### src/rtl/mem_arb_pkg.sv
// mem_arb_pkg: shared types and constants for the two-port memory bus arbiter.
//   arb_state_t     - arbiter FSM states
//   ARB_BEATS       - default data beats per cache line
//   TAG_WRITE_BIT   - request tag bit that marks a write (SYSBUS_WRITE)
//   beat_cnt_width  - beat counter width derived from the beat count
package mem_arb_pkg;

    typedef enum logic [1:0] {
        IDLE  = 2'd0,
        ADDR  = 2'd1,
        WDATA = 2'd2,
        RDATA = 2'd3
    } arb_state_t;

    localparam int ARB_BEATS     = 8;
    localparam int TAG_WRITE_BIT = 12;

    // One spare bit above log2(beats).
    function automatic int beat_cnt_width(input int beats);
        return $clog2(beats) + 1;
    endfunction

endpackage

### src/rtl/mem_bus_arbiter_pick.sv
// arb2_pick: combinational two-way request picker.
//   req[1:0]   - request lines, bit n = port n
//   last_grant - port granted most recently (round-robin only)
//   grant      - index of the winning port (meaningful when |req)
// Optional feature macro: MEM_ARB_ROUND_ROBIN_EN
//   defined   - contested requests go to the port that is not last_grant
//   undefined - fixed priority, port 1 always wins
module arb2_pick (
    input  logic [1:0] req,
    input  logic       last_grant,
    output logic       grant
);

`ifdef MEM_ARB_ROUND_ROBIN_EN
    always_comb begin
        grant = req[1];
        if (req == 2'b11) begin
            grant = ~last_grant;
        end
    end
`else
    // Fixed priority has no use for the history bit.
    logic unused_last_grant;
    assign unused_last_grant = last_grant;

    always_comb begin
        grant = req[1];
    end
`endif

endmodule

### src/rtl/mem_bus_arbiter.sv
// mem_bus_arbiter: shares the DRAM-side system bus between the instruction
// cache (port 0) and the data cache (port 1). A granted transaction runs to
// completion: address beat, then BEATS write-data or read-response beats.
//   clk, reset              - clock, synchronous active-high reset
//   cN_req*/cN_resp*        - cache-side bus ports (N = 0, 1)
//   m_bus_req*/m_bus_resp*  - top-level memory bus
// Optional feature macro: MEM_ARB_ROUND_ROBIN_EN (round-robin on contest,
// otherwise port 1 has fixed priority).
//
// state | meaning
// IDLE  | no owner, all outputs 0, picks a winner when any port requests
// ADDR  | owner address beat forwarded to the memory bus
// WDATA | owner write-data beats forwarded, counted on reqcyc && reqack
// RDATA | memory response beats routed to owner, counted on respcyc && respack
module mem_bus_arbiter
    import mem_arb_pkg::*;
#(
    parameter int BUS_DATA_WIDTH = 64,
    parameter int BUS_TAG_WIDTH  = 13,
    parameter int BEATS          = ARB_BEATS
) (
    input  logic                      clk,
    input  logic                      reset,

    input  logic                      c0_reqcyc,
    output logic                      c0_reqack,
    input  logic [BUS_DATA_WIDTH-1:0] c0_req,
    input  logic [BUS_TAG_WIDTH-1:0]  c0_reqtag,
    output logic                      c0_respcyc,
    input  logic                      c0_respack,
    output logic [BUS_DATA_WIDTH-1:0] c0_resp,
    output logic [BUS_TAG_WIDTH-1:0]  c0_resptag,

    input  logic                      c1_reqcyc,
    output logic                      c1_reqack,
    input  logic [BUS_DATA_WIDTH-1:0] c1_req,
    input  logic [BUS_TAG_WIDTH-1:0]  c1_reqtag,
    output logic                      c1_respcyc,
    input  logic                      c1_respack,
    output logic [BUS_DATA_WIDTH-1:0] c1_resp,
    output logic [BUS_TAG_WIDTH-1:0]  c1_resptag,

    output logic                      m_bus_reqcyc,
    input  logic                      m_bus_reqack,
    output logic [BUS_DATA_WIDTH-1:0] m_bus_req,
    output logic [BUS_TAG_WIDTH-1:0]  m_bus_reqtag,
    input  logic                      m_bus_respcyc,
    output logic                      m_bus_respack,
    input  logic [BUS_DATA_WIDTH-1:0] m_bus_resp,
    input  logic [BUS_TAG_WIDTH-1:0]  m_bus_resptag
);

    localparam int CNT_W = beat_cnt_width(BEATS);
    localparam logic [CNT_W-1:0] LAST_BEAT = CNT_W'(BEATS - 1);

    arb_state_t       state;
    logic             owner;
    logic             is_write;
    logic [CNT_W-1:0] beat_cnt;
    logic             last_grant;
    logic             pick;

`ifndef MEM_ARB_ROUND_ROBIN_EN
    // Constant under fixed priority; no history register exists.
    assign last_grant = 1'b1;
`endif

    arb2_pick u_pick (
        .req        ({c1_reqcyc, c0_reqcyc}),
        .last_grant (last_grant),
        .grant      (pick)
    );

    // Owner-side views of the requester inputs.
    logic                      own_reqcyc;
    logic [BUS_DATA_WIDTH-1:0] own_req;
    logic [BUS_TAG_WIDTH-1:0]  own_reqtag;
    logic                      own_respack;
    logic                      fwd_req;
    logic                      fwd_resp;

    assign own_reqcyc  = owner ? c1_reqcyc  : c0_reqcyc;
    assign own_req     = owner ? c1_req     : c0_req;
    assign own_reqtag  = owner ? c1_reqtag  : c0_reqtag;
    assign own_respack = owner ? c1_respack : c0_respack;
    assign fwd_req     = (state == ADDR) || (state == WDATA);
    assign fwd_resp    = (state == RDATA);

    assign m_bus_reqcyc  = fwd_req && own_reqcyc;
    assign m_bus_req     = fwd_req ? own_req    : '0;
    assign m_bus_reqtag  = fwd_req ? own_reqtag : '0;
    assign m_bus_respack = fwd_resp && own_respack;

    assign c0_reqack  = fwd_req && !owner && m_bus_reqack;
    assign c1_reqack  = fwd_req &&  owner && m_bus_reqack;
    assign c0_respcyc = fwd_resp && !owner && m_bus_respcyc;
    assign c1_respcyc = fwd_resp &&  owner && m_bus_respcyc;
    assign c0_resp    = (fwd_resp && !owner) ? m_bus_resp    : '0;
    assign c1_resp    = (fwd_resp &&  owner) ? m_bus_resp    : '0;
    assign c0_resptag = (fwd_resp && !owner) ? m_bus_resptag : '0;
    assign c1_resptag = (fwd_resp &&  owner) ? m_bus_resptag : '0;

    logic req_hs;
    logic resp_hs;
    assign req_hs  = m_bus_reqcyc && m_bus_reqack;
    assign resp_hs = m_bus_respcyc && m_bus_respack;

    always_ff @(posedge clk) begin
        if (reset) begin
            state    <= IDLE;
            owner    <= 1'b0;
            is_write <= 1'b0;
            beat_cnt <= '0;
`ifdef MEM_ARB_ROUND_ROBIN_EN
            last_grant <= 1'b1;
`endif
        end else begin
            case (state)
                IDLE: begin
                    if (c0_reqcyc || c1_reqcyc) begin
                        owner    <= pick;
                        is_write <= pick ? c1_reqtag[TAG_WRITE_BIT] : c0_reqtag[TAG_WRITE_BIT];
                        state    <= ADDR;
`ifdef MEM_ARB_ROUND_ROBIN_EN
                        last_grant <= pick;
`endif
                    end
                end
                ADDR: begin
                    if (req_hs) begin
                        beat_cnt <= '0;
                        state    <= is_write ? WDATA : RDATA;
                    end
                end
                WDATA: begin
                    if (req_hs) begin
                        if (beat_cnt == LAST_BEAT) begin
                            beat_cnt <= '0;
                            state    <= IDLE;
                        end else begin
                            beat_cnt <= beat_cnt + CNT_W'(1);
                        end
                    end
                end
                RDATA: begin
                    if (resp_hs) begin
                        if (beat_cnt == LAST_BEAT) begin
                            beat_cnt <= '0;
                            state    <= IDLE;
                        end else begin
                            beat_cnt <= beat_cnt + CNT_W'(1);
                        end
                    end
                end
                default: state <= IDLE;
            endcase
        end
    end

endmodule

### config.mk
export PLATFORM = sky130hd
export DESIGN_NAME = mem_bus_arbiter
export DESIGN_NICKNAME = d
export VERILOG_FILES = /design/src/rtl/mem_arb_pkg.sv /design/src/rtl/mem_bus_arbiter_pick.sv /design/src/rtl/mem_bus_arbiter.sv
export SDC_FILE = /design/constraint.sdc
export NUM_CORES = 1
export LEC_CHECK = 0
export ABC_AREA = 1
export BUFFER_PORTS_ARGS = -buffer_cell sky130_fd_sc_hd__buf_2
export CAP_MARGIN = 10
export CORE_AREA = 4 4 181 183
export CTS_BUF_LIST = sky130_fd_sc_hd__clkbuf_4 sky130_fd_sc_hd__clkbuf_8
export CTS_CLUSTER_DIAMETER = 100
export DETAILED_ROUTE_END_ITERATION = 10
export DIE_AREA = 0 0 185 187
export GPL_ROUTABILITY_DRIVEN = 0
export PLACE_DENSITY = 0.34
export SKIP_CTS_REPAIR_TIMING = 1
export SLEW_MARGIN = 0
export SYNTH_ARGS = -nofsm -noshare
export SYNTH_HDL_FRONTEND = slang
export SYNTH_SLANG_ARGS = --single-unit
### constraint.sdc
create_clock -name clk -period 4.35 [get_ports clk]
set_input_delay 0.435 -clock clk [delete_from_list [all_inputs] [get_ports clk]]
set_output_delay 0.435 -clock clk [all_outputs]
set_load 0.01 [all_outputs]
==> impl_metrics.prom, run 1 <==
# TYPE chip_impl_metric gauge
chip_impl_metric{name="post_synth_instance_area",unit="µm²"} 2768
chip_impl_info{name="worst_setup_path_end_kind",value="output pin"} 1
chip_impl_metric{name="power_switching",unit="mW"} 1.277
chip_impl_metric{name="cellLeakagePower",unit="nW"} 3.957
chip_impl_metric{name="cp_slowest_stage_delay",unit="ns"} 0.65
chip_impl_metric{name="detail_route.wirelength",unit="µm"} 18410
chip_impl_info{name="status",value="finished clean"} 1
chip_impl_info{name="critical-path-top-delay-family",value="buffers and inverters"} 1
chip_impl_metric{name="floorplan.die_area",unit="µm²"} 34600
chip_impl_metric{name="maxCapViolations",unit=""} 0
chip_impl_metric{name="fin_area",unit="µm²"} 5538
chip_impl_metric{name="number_of_endpoints_with_negative_hold_slack_in_the_final_report",unit=""} 0
chip_impl_info{name="unrepaired_setup_endpoints_after_global_routing",value="false"} 1
chip_impl_metric{name="cp_data_required_time",unit="ns"} 3.91
chip_impl_info{name="top_library_cells_by_usage_in_the_layout_fill_and_taps_aside",value="sky130_fd_sc_hd__buf_2 (475), sky130_fd_sc_hd__nor2_1 (168), sky130_fd_sc_hd__nand3_1 (158)"} 1
chip_impl_metric{name="clock-sinks",unit=""} 8
chip_impl_metric{name="fin_crit",unit="ns"} 2.929
chip_impl_metric{name="coreArea",unit="µm²"} 31230
chip_impl_metric{name="nNetsFinal",unit=""} 1284
chip_impl_metric{name="max-vdd-ir-drop",unit="mV"} 0.2945
chip_impl_metric{name="netlist_instances",unit=""} 604
chip_impl_metric{name="ant_nets",unit=""} 0
chip_impl_metric{name="numCtsBuffers",unit=""} 3
chip_impl_info{name="worst_setup_path_start_kind",value="flip-flop"} 1
chip_impl_metric{name="num_io_pins",unit=""} 476
chip_impl_metric{name="clock_transition_at_the_register_clock_pins_on_the_worst_setup_and_hold_paths_after_cts",unit="ns"} 0.04
chip_impl_metric{name="fin_tns_setup",unit="ns"} 0
chip_impl_metric{name="worst_pin_slew",unit="ns"} 0.8875
chip_impl_metric{name="chipWidth",unit="µm"} 185
chip_impl_metric{name="skew",unit="ns"} 0.001705
chip_impl_metric{name="dr.pass1.iters",unit=""} 5
chip_impl_metric{name="globalRouteTotalUtil",unit="%"} 9.453
chip_impl_metric{name="seq_power_share",unit="%"} 5.2
chip_impl_metric{name="dieHeight",unit="µm"} 187
chip_impl_metric{name="detailedRoute.firstIterationViolations",unit=""} 207
chip_impl_metric{name="clock_power_share",unit="%"} 4.3
chip_impl_info{name="critical_path.most_common_cell",value="sky130_fd_sc_hd__buf_4"} 1
chip_impl_metric{name="final_number_of_max_transition_violations",unit=""} 0
chip_impl_metric{name="clk-insertion-delay-late",unit="ns"} 0.23
chip_impl_metric{name="critical_path.max_fanout",unit=""} 81
chip_impl_metric{name="pwr-share-comb",unit="%"} 90.5
chip_impl_metric{name="timing.critical_path.arrival",unit="ns"} 2.49
chip_impl_metric{name="ctsLongestPathBuffers",unit=""} 2
chip_impl_metric{name="power_switching_share",unit="%"} 61.19
chip_impl_info{name="worst_path_max_delay_cell",value="sky130_fd_sc_hd__buf_4"} 1
chip_impl_metric{name="share_of_layout_cells_above_drive_strength_1",unit="%"} 47.78
chip_impl_info{name="worst_hold_path_type",value="input port to flip-flop"} 1
chip_impl_metric{name="syn-num-nets",unit=""} 848
chip_impl_metric{name="cp.depth",unit=""} 5
chip_impl_info{name="ctsRootBufferMaster",value="sky130_fd_sc_hd__clkbuf_8"} 1
chip_impl_metric{name="yosysWarnings",unit=""} 0
chip_impl_metric{name="grt_first_pass_wirelength",unit="µm"} 27020
chip_impl_metric{name="r2r_cells",unit=""} 9
chip_impl_metric{name="total_setup_violations_reported_at_the_end_of_the_flow",unit=""} 0
chip_impl_metric{name="placed_area",unit="µm²"} 5497
chip_impl_info{name="cp_cell_sequence",value="buf_4 > nand2_2 > buf_4 > nor2_1 > buf_2"} 1
chip_impl_metric{name="drt-vias-per-instance",unit=""} 3.739
chip_impl_metric{name="route.vias.total",unit=""} 5384
chip_impl_metric{name="pin_count_of_the_biggest_net_entering_global_routing",unit=""} 108
chip_impl_metric{name="routed_wire_length_per_instance",unit="µm"} 12.79
chip_impl_metric{name="area_growth",unit="%"} 100.1
chip_impl_metric{name="grt_antenna_before_repair",unit=""} 0
chip_impl_metric{name="cp.buffers_inverters",unit=""} 3
chip_impl_metric{name="drcViolationCount",unit=""} 0
chip_impl_info{name="mostFrequentLayoutCell",value="sky130_fd_sc_hd__buf_2"} 1
chip_impl_metric{name="finalCritPeriodShare",unit="%"} 67.33
chip_impl_metric{name="power_density_over_the_cells",unit="nW/µm²"} 376.8
chip_impl_metric{name="slew_headroom",unit="%"} 40.83
chip_impl_metric{name="first_global_vias",unit=""} 5294
chip_impl_metric{name="synthesis_stage_register_bit_count",unit=""} 8
chip_impl_metric{name="yosysUniqueCellTypes",unit=""} 25
chip_impl_metric{name="achievable-frequency",unit="GHz"} 0.3414
chip_impl_metric{name="num_rows",unit=""} 65
chip_impl_metric{name="holdPathStages",unit=""} 2
chip_impl_metric{name="start_util",unit="%"} 8.862
chip_impl_metric{name="port_buffers",unit=""} 475
chip_impl_metric{name="synth_area_per_cell",unit="µm²"} 4.582
chip_impl_metric{name="ctsHtreeMaxLevel",unit=""} 1
chip_impl_metric{name="diodes",unit=""} 0
chip_impl_info{name="crit_path_category",value="flip-flop to output pin"} 1
chip_impl_metric{name="gr-total-overflow",unit=""} 0
chip_impl_metric{name="dp.final_hpwl",unit="µm"} 15600
chip_impl_metric{name="synth_sequential_area_ratio",unit="%"} 5.787
chip_impl_info{name="cts_tree",value="done"} 1
chip_impl_metric{name="power.internal",unit="mW"} 0.8099
-- area by class of cell --
| type | count | area [µm²] |
|---|---|---|
| multi-input cells | 456 | 2054 |
| well taps | 402 | 503.0 |
| inverters | 90 | 342.8 |
| fillers | 3738 | 25690 |
| flip-flops and latches | 8 | 161.4 |
| repair buffers | 481 | 2435 |
| clock buffers | 3 | 41.29 |
-- power by group through the flow --
stage / Sequential (mW) / Clock (mW) / Combinational, mW
finish: 0.108 / 0.0907 / 1.89
detailed placement: 0.109 / 0 / 1.92
global placement: 0.109 / 0 / 1.95
global route: 0.110 / 0.0990 / 2.12
CTS: 0.108 / 0.0941 / 1.93
floorplan: 0.102 / 0 / 1.20
-- flip-flops by register name (all words and copies together) (netlist names) --
name and flops:
state 2, is_write 1, beat_cnt 4, owner 1
-- Yosys cell counts --
cell type | n | area [µm²]
sky130_fd_sc_hd__nor2_1 | 168 | 630.6
sky130_fd_sc_hd__nand3_1 | 158 | 790.8
sky130_fd_sc_hd__nand2_1 | 100 | 375.4
sky130_fd_sc_hd__inv_1 | 89 | 334.1
sky130_fd_sc_hd__clkbuf_1 | 23 | 86.33
sky130_fd_sc_hd__buf_2 | 22 | 110.1
sky130_fd_sc_hd__dfxtp_1 | 8 | 160.2
sky130_fd_sc_hd__a21oi_1 | 5 | 25.02
sky130_fd_sc_hd__ha_1 | 5 | 62.56
sky130_fd_sc_hd__buf_1 | 4 | 15.01
sky130_fd_sc_hd__o21ai_0 | 4 | 20.02
sky130_fd_sc_hd__nand2_2 | 3 | 18.77
sky130_fd_sc_hd__nand4_1 | 3 | 18.77
sky130_fd_sc_hd__a21boi_0 | 1 | 7.510
sky130_fd_sc_hd__a31oi_1 | 1 | 6.260
sky130_fd_sc_hd__buf_6 | 1 | 11.26
sky130_fd_sc_hd__inv_6 | 1 | 8.760
sky130_fd_sc_hd__nand2_4 | 1 | 11.26
sky130_fd_sc_hd__nand3_2 | 1 | 10.01
sky130_fd_sc_hd__nand3_4 | 1 | 17.52
sky130_fd_sc_hd__nand3b_4 | 1 | 20.02
sky130_fd_sc_hd__nor2_2 | 1 | 6.260
sky130_fd_sc_hd__o22ai_1 | 1 | 6.260
sky130_fd_sc_hd__or2_2 | 1 | 6.260
sky130_fd_sc_hd__xnor2_1 | 1 | 8.760
-- cells by family (layout without fill, tap and decap cells) --
logic type                 after synthesis  in the layout  share of synthesized area [%]
xor gates and xnor gates                 1              1                         0.3165
buffers and inverters                  140            574                          20.43
AOI/OAI and AO/OA                       12             12                          2.351
DFF                                      8              8                          5.786
adders and majority gates                5              5                          2.260
and+or+nand+nor                        438            438                          68.85
-- stage by stage --
stage / power, mW / setup slack [ns] / util, % / hold WS (ns) / instances
4_1_cts: 2.131 / 1.294 / 17.73 / 0.4315 / 1440
6_report: 2.087 / 1.421 / 17.73 / 0.4342 / 1440
3_5_place_dp: 2.029 / 1.546 / 17.60 / 0.4937 / 1437
2_1_floorplan: 1.301 / 2.530 / - / 0.4513 / 604
5_1_grt: 2.330 / 1.191 / 17.73 / 0.4483 / 1440
3_3_place_gp: 2.056 / 1.582 / 17.60 / 0.4854 / 1437
-- final timing paths --
check | end | start | slack, ns
worst max register to register | state[0]$_SDFFE_PP0P_ | owner$_SDFFE_PP0P_ | 2.38
worst min register to register | beat_cnt[1]$_SDFFE_PP0P_ | beat_cnt[1]$_SDFFE_PP0P_ | 0.50
worst min-delay path | beat_cnt[0]$_SDFFE_PP0P_ | reset | 0.43
worst max-delay path | c1_resp[46] | owner$_SDFFE_PP0P_ | 1.42
-- routing by layer --
layer / GRT usage (%) / wire [µm]
met4: 1.327 / 257
met2: 19.49 / 9812
met1: 9.715 / 6658
met5: 0 / 0
met3: 2.003 / 1683
No activity file was read; power rests on OpenSTA's default activity.
==> run 2, diff against run 1 <==
Settings changed: ABC_AREA 1 to 0, CORE_AREA 4 4 181 183 to 4 4 184 186, DIE_AREA 0 0 185 187 to 0 0 188 190, PLACE_DENSITY 0.34 to 0.35.
Clock period 4.35 ns to 2.45 ns, I/O delays scaled along.
==> impl_metrics.prom, run 2 <==
# TYPE chip_impl_metric gauge
chip_impl_info{name="status",value="finished clean"} 1
chip_impl_metric{name="port_buffers",unit=""} 475
chip_impl_metric{name="placed_area",unit="µm²"} 5858
chip_impl_metric{name="ctsHtreeMaxLevel",unit=""} 1
chip_impl_metric{name="drcViolationCount",unit=""} 0
chip_impl_metric{name="ys_async_sr_fraction",unit="%"} 0
chip_impl_metric{name="gr-total-overflow",unit=""} 0
chip_impl_metric{name="cellLeakagePower",unit="nW"} 3.660
chip_impl_metric{name="chipWidth",unit="µm"} 188
chip_impl_metric{name="post-synth-top-area-fraction",unit="%"} 26.89
chip_impl_info{name="worst_path_max_delay_cell",value="sky130_fd_sc_hd__dfxtp_4"} 1
chip_impl_info{name="reg2reg_capture_point",value="beat_cnt[2]$_SDFFE_PP0P_"} 1
chip_impl_metric{name="fin_tns_setup",unit="ns"} 0
chip_impl_metric{name="clock_transition_at_the_register_clock_pins_on_the_worst_setup_and_hold_paths_after_cts",unit="ns"} 0.05
chip_impl_metric{name="setup_ws",unit="ns"} 0.3380
chip_impl_metric{name="syn-num-nets",unit=""} 668
chip_impl_info{name="synth_flop_cell",value="sky130_fd_sc_hd__dfxtp_1"} 1
chip_impl_metric{name="finalCritPeriodShare",unit="%"} 86.20
chip_impl_metric{name="num_io_pins",unit=""} 476
chip_impl_metric{name="ctsLongestPathBuffers",unit=""} 2
chip_impl_info{name="worst_setup_path_start_kind",value="flip-flop"} 1
chip_impl_metric{name="grt_first_pass_wirelength",unit="µm"} 28000
chip_impl_info{name="top_library_cells_by_usage_in_the_layout_fill_and_taps_aside",value="sky130_fd_sc_hd__buf_2 (475), sky130_fd_sc_hd__and3_1 (80), sky130_fd_sc_hd__and2_1 (80), sky130_fd_sc_hd__mux2i_1 (80), sky130_fd_sc_hd__nor2b_1 (80)"} 1
chip_impl_metric{name="slew_headroom",unit="%"} 61.32
chip_impl_metric{name="fin_crit",unit="ns"} 2.112
chip_impl_metric{name="holdPathStages",unit=""} 2
chip_impl_info{name="worst_setup_path_end_kind",value="output pin"} 1
chip_impl_metric{name="grt_antenna_before_repair",unit=""} 1
chip_impl_metric{name="dp_worst_setup_slack",unit="ns"} 0.5454
chip_impl_metric{name="dp.final_hpwl",unit="µm"} 16670
chip_impl_info{name="min-delay-start",value="reset"} 1
chip_impl_metric{name="floorplan.die_area",unit="µm²"} 35720
chip_impl_metric{name="final_number_of_max_transition_violations",unit=""} 0
chip_impl_metric{name="ant_nets",unit=""} 0
chip_impl_metric{name="nNetsFinal",unit=""} 1112
chip_impl_info{name="worst_hold_path_type",value="input port to flip-flop"} 1
chip_impl_metric{name="fin_area",unit="µm²"} 5909
chip_impl_metric{name="timing.critical_path.arrival",unit="ns"} 1.87
chip_impl_metric{name="synthesis_stage_register_bit_count",unit=""} 8
chip_impl_metric{name="synth-edff-count",unit=""} 0
chip_impl_metric{name="detailedRoute.firstIterationViolations",unit=""} 167
chip_impl_metric{name="worst-r2r-setup-slack",unit="ns"} 0.57
chip_impl_metric{name="area_growth",unit="%"} 98.45
chip_impl_metric{name="coreArea",unit="µm²"} 32290
chip_impl_metric{name="detail_route.wirelength",unit="µm"} 19720
chip_impl_metric{name="yosysWarnings",unit=""} 0
chip_impl_metric{name="cp_data_required_time",unit="ns"} 2.20
chip_impl_metric{name="seq_power_share",unit="%"} 5.7
chip_impl_metric{name="achievable-frequency",unit="GHz"} 0.4735
chip_impl_info{name="ctsRootBufferMaster",value="sky130_fd_sc_hd__clkbuf_8"} 1
chip_impl_metric{name="number_of_endpoints_with_negative_hold_slack_in_the_final_report",unit=""} 0
chip_impl_metric{name="cp_slowest_stage_delay",unit="ns"} 0.51
chip_impl_metric{name="synth_sequential_area_ratio",unit="%"} 5.378
chip_impl_info{name="synth_area_leader_cell",value="sky130_fd_sc_hd__mux2i_1"} 1
chip_impl_metric{name="maxCapViolations",unit=""} 0
chip_impl_metric{name="pwr-share-comb",unit="%"} 88.9
chip_impl_metric{name="num_rows",unit=""} 66
chip_impl_metric{name="yosysUniqueCellTypes",unit=""} 33
chip_impl_metric{name="globalRouteTotalUtil",unit="%"} 9.878
chip_impl_metric{name="routed_wire_length_per_instance",unit="µm"} 15.05
chip_impl_metric{name="largest_register_ff_count",unit=""} 4
chip_impl_metric{name="cp.buffers_inverters",unit=""} 3
chip_impl_info{name="synth_most_common_cell",value="sky130_fd_sc_hd__nor2b_1"} 1
chip_impl_metric{name="clock_power_share",unit="%"} 5.4
chip_impl_metric{name="pin_count_of_the_biggest_net_entering_global_routing",unit=""} 81
chip_impl_info{name="timing.rr.start",value="state[0]$_SDFFE_PP0P_"} 1
chip_impl_info{name="cp_cell_sequence",value="buf_4 > nor2b_4 > buf_12 > and2_1 > buf_2"} 1
chip_impl_metric{name="drt-vias-per-instance",unit=""} 3.514
chip_impl_metric{name="max-vdd-ir-drop",unit="mV"} 0.5231
chip_impl_metric{name="clock-sinks",unit=""} 8
chip_impl_metric{name="numCtsBuffers",unit=""} 3
chip_impl_metric{name="share_of_layout_cells_above_drive_strength_1",unit="%"} 56.86
chip_impl_info{name="crit_path_category",value="flip-flop to output pin"} 1
chip_impl_metric{name="dieHeight",unit="µm"} 190
chip_impl_info{name="reg_top3",value="beat_cnt (4), state (2)"} 1
chip_impl_metric{name="post_synth_instance_area",unit="µm²"} 2978
chip_impl_metric{name="netlist_instances",unit=""} 424
chip_impl_metric{name="clk-insertion-delay-late",unit="ns"} 0.24
chip_impl_metric{name="r2r_cells",unit=""} 6
chip_impl_metric{name="route.vias.total",unit=""} 4603
chip_impl_info{name="cts_tree",value="done"} 1
chip_impl_metric{name="power.internal",unit="mW"} 1.750
chip_impl_metric{name="layout_utilization",unit="%"} 18.30
chip_impl_metric{name="skew",unit="ns"} 0.004454
chip_impl_metric{name="critical_path.max_fanout",unit=""} 78
chip_impl_info{name="unrepaired_setup_endpoints_after_global_routing",value="false"} 1
chip_impl_info{name="mostFrequentLayoutCell",value="sky130_fd_sc_hd__buf_2"} 1
chip_impl_metric{name="worst_pin_slew",unit="ns"} 0.5741
chip_impl_info{name="top_register",value="beat_cnt"} 1
chip_impl_info{name="synthTopCellsByCount",value="sky130_fd_sc_hd__nor2b_1 (81), sky130_fd_sc_hd__and2_1 (80), sky130_fd_sc_hd__and3_1 (80), sky130_fd_sc_hd__mux2i_1 (80), sky130_fd_sc_hd__clkbuf_1 (34)"} 1
chip_impl_metric{name="total_setup_violations_reported_at_the_end_of_the_flow",unit=""} 0
chip_impl_info{name="netlist_top_cells_area",value="sky130_fd_sc_hd__mux2i_1 (27%), sky130_fd_sc_hd__nor2b_1 (17%), sky130_fd_sc_hd__and2_1 (17%), sky130_fd_sc_hd__and3_1 (17%), sky130_fd_sc_hd__dfxtp_1 (5.4%)"} 1
chip_impl_metric{name="synth_area_per_cell",unit="µm²"} 7.023
chip_impl_info{name="critical-path-top-delay-family",value="buffers and inverters"} 1
chip_impl_metric{name="power_switching_share",unit="%"} 51.04
chip_impl_metric{name="first_global_vias",unit=""} 4607
chip_impl_info{name="whs_endpoint",value="owner$_SDFFE_PP0P_"} 1
chip_impl_metric{name="power_switching",unit="mW"} 1.824
chip_impl_metric{name="start_util",unit="%"} 9.223
chip_impl_metric{name="dr.pass1.iters",unit=""} 4
chip_impl_metric{name="power_density_over_the_cells",unit="nW/µm²"} 604.7
==> run 2: cell types whose count changed in the layout (fill, tap and decap cells not counted), moves of 85 or more <==
cell,previous run,this run
sky130_fd_sc_hd__nand3_1,158,1
sky130_fd_sc_hd__nor2_1,168,8
sky130_fd_sc_hd__inv_1,89,4
sky130_fd_sc_hd__nand2_1,100,2
==> run 2: logic make-up after synthesis <==
family | count (synthesis) | synth area share [%]
flip-flops | 8 | 5.378
multiplexers | 80 | 26.89
buffers and inverters | 49 | 6.680
adder cells (fa/ha/maj) | 5 | 2.101
AO/OA/AOI/OAI | 21 | 4.538
AND/OR/NAND/NOR | 261 | 54.41
==> run 2: layout make-up <==
cell class                 count  area, µm²
antenna                        1      2.502
clock buffer                   4      48.80
inverter                       4      15.01
sequential                     8      163.9
multi-input combinational    367       2631
timing repair buffer         484       2495
tap                          442      553.0
fill                        3756      26380
==> run 2: metrics by stage <==
stage          total power, mW  hold WS, ns  instances
3_5_place_dp             3.464       0.4839       1305
2_1_floorplan            2.104       0.4055        424
4_1_cts                  3.668       0.3127       1309
6_report                 3.573       0.3165       1310
3_3_place_gp             3.479       0.4791       1305
5_1_grt                  3.900       0.3150       1309
==> run 2: power groups by stage <==
stage                     Clock, mW  Sequential [mW]  Combinational [mW]
after floorplan                   0            0.170                1.93
after global placement            0            0.209                3.27
after detailed placement          0            0.210                3.25
after CTS                     0.197            0.207                3.26
after global routing          0.206            0.212                3.48
final                         0.192            0.205                3.18
==> run 2: worst max-delay path by stage <==
stage	endpoint	start	slack, ns	cells after the start
2_1_floorplan	beat_cnt[2]$_SDFFE_PP0P_	state[0]$_SDFFE_PP0P_	0.68	7
3_3_place_gp	state[0]$_SDFFE_PP0P_	state[0]$_SDFFE_PP0P_	0.55	7
3_5_place_dp	beat_cnt[3]$_SDFFE_PP0P_	owner$_SDFFE_PP0P_	0.55	4
4_1_cts	c0_resp[53]	state[0]$_SDFFE_PP0P_	0.30	5
5_1_grt	c0_resp[26]	state[0]$_SDFFE_PP0P_	0.17	5
6_report	c0_resp[9]	owner$_SDFFE_PP0P_	0.34	5
==> run 2: per-layer routing <==
| layer | global-route usage [%] | vias to the layer above | part of all wire [%] |
|---|---|---|---|
| met5 | 0 | - | 0.056 |
| met3 | 2.404 | 12 | 6.0 |
| met1 | 12.15 | 2094 | 40 |
| li1 | - | 2326 | - |
| met2 | 18.31 | 169 | 53 |
| met4 | 0.4800 | 2 | 0.44 |
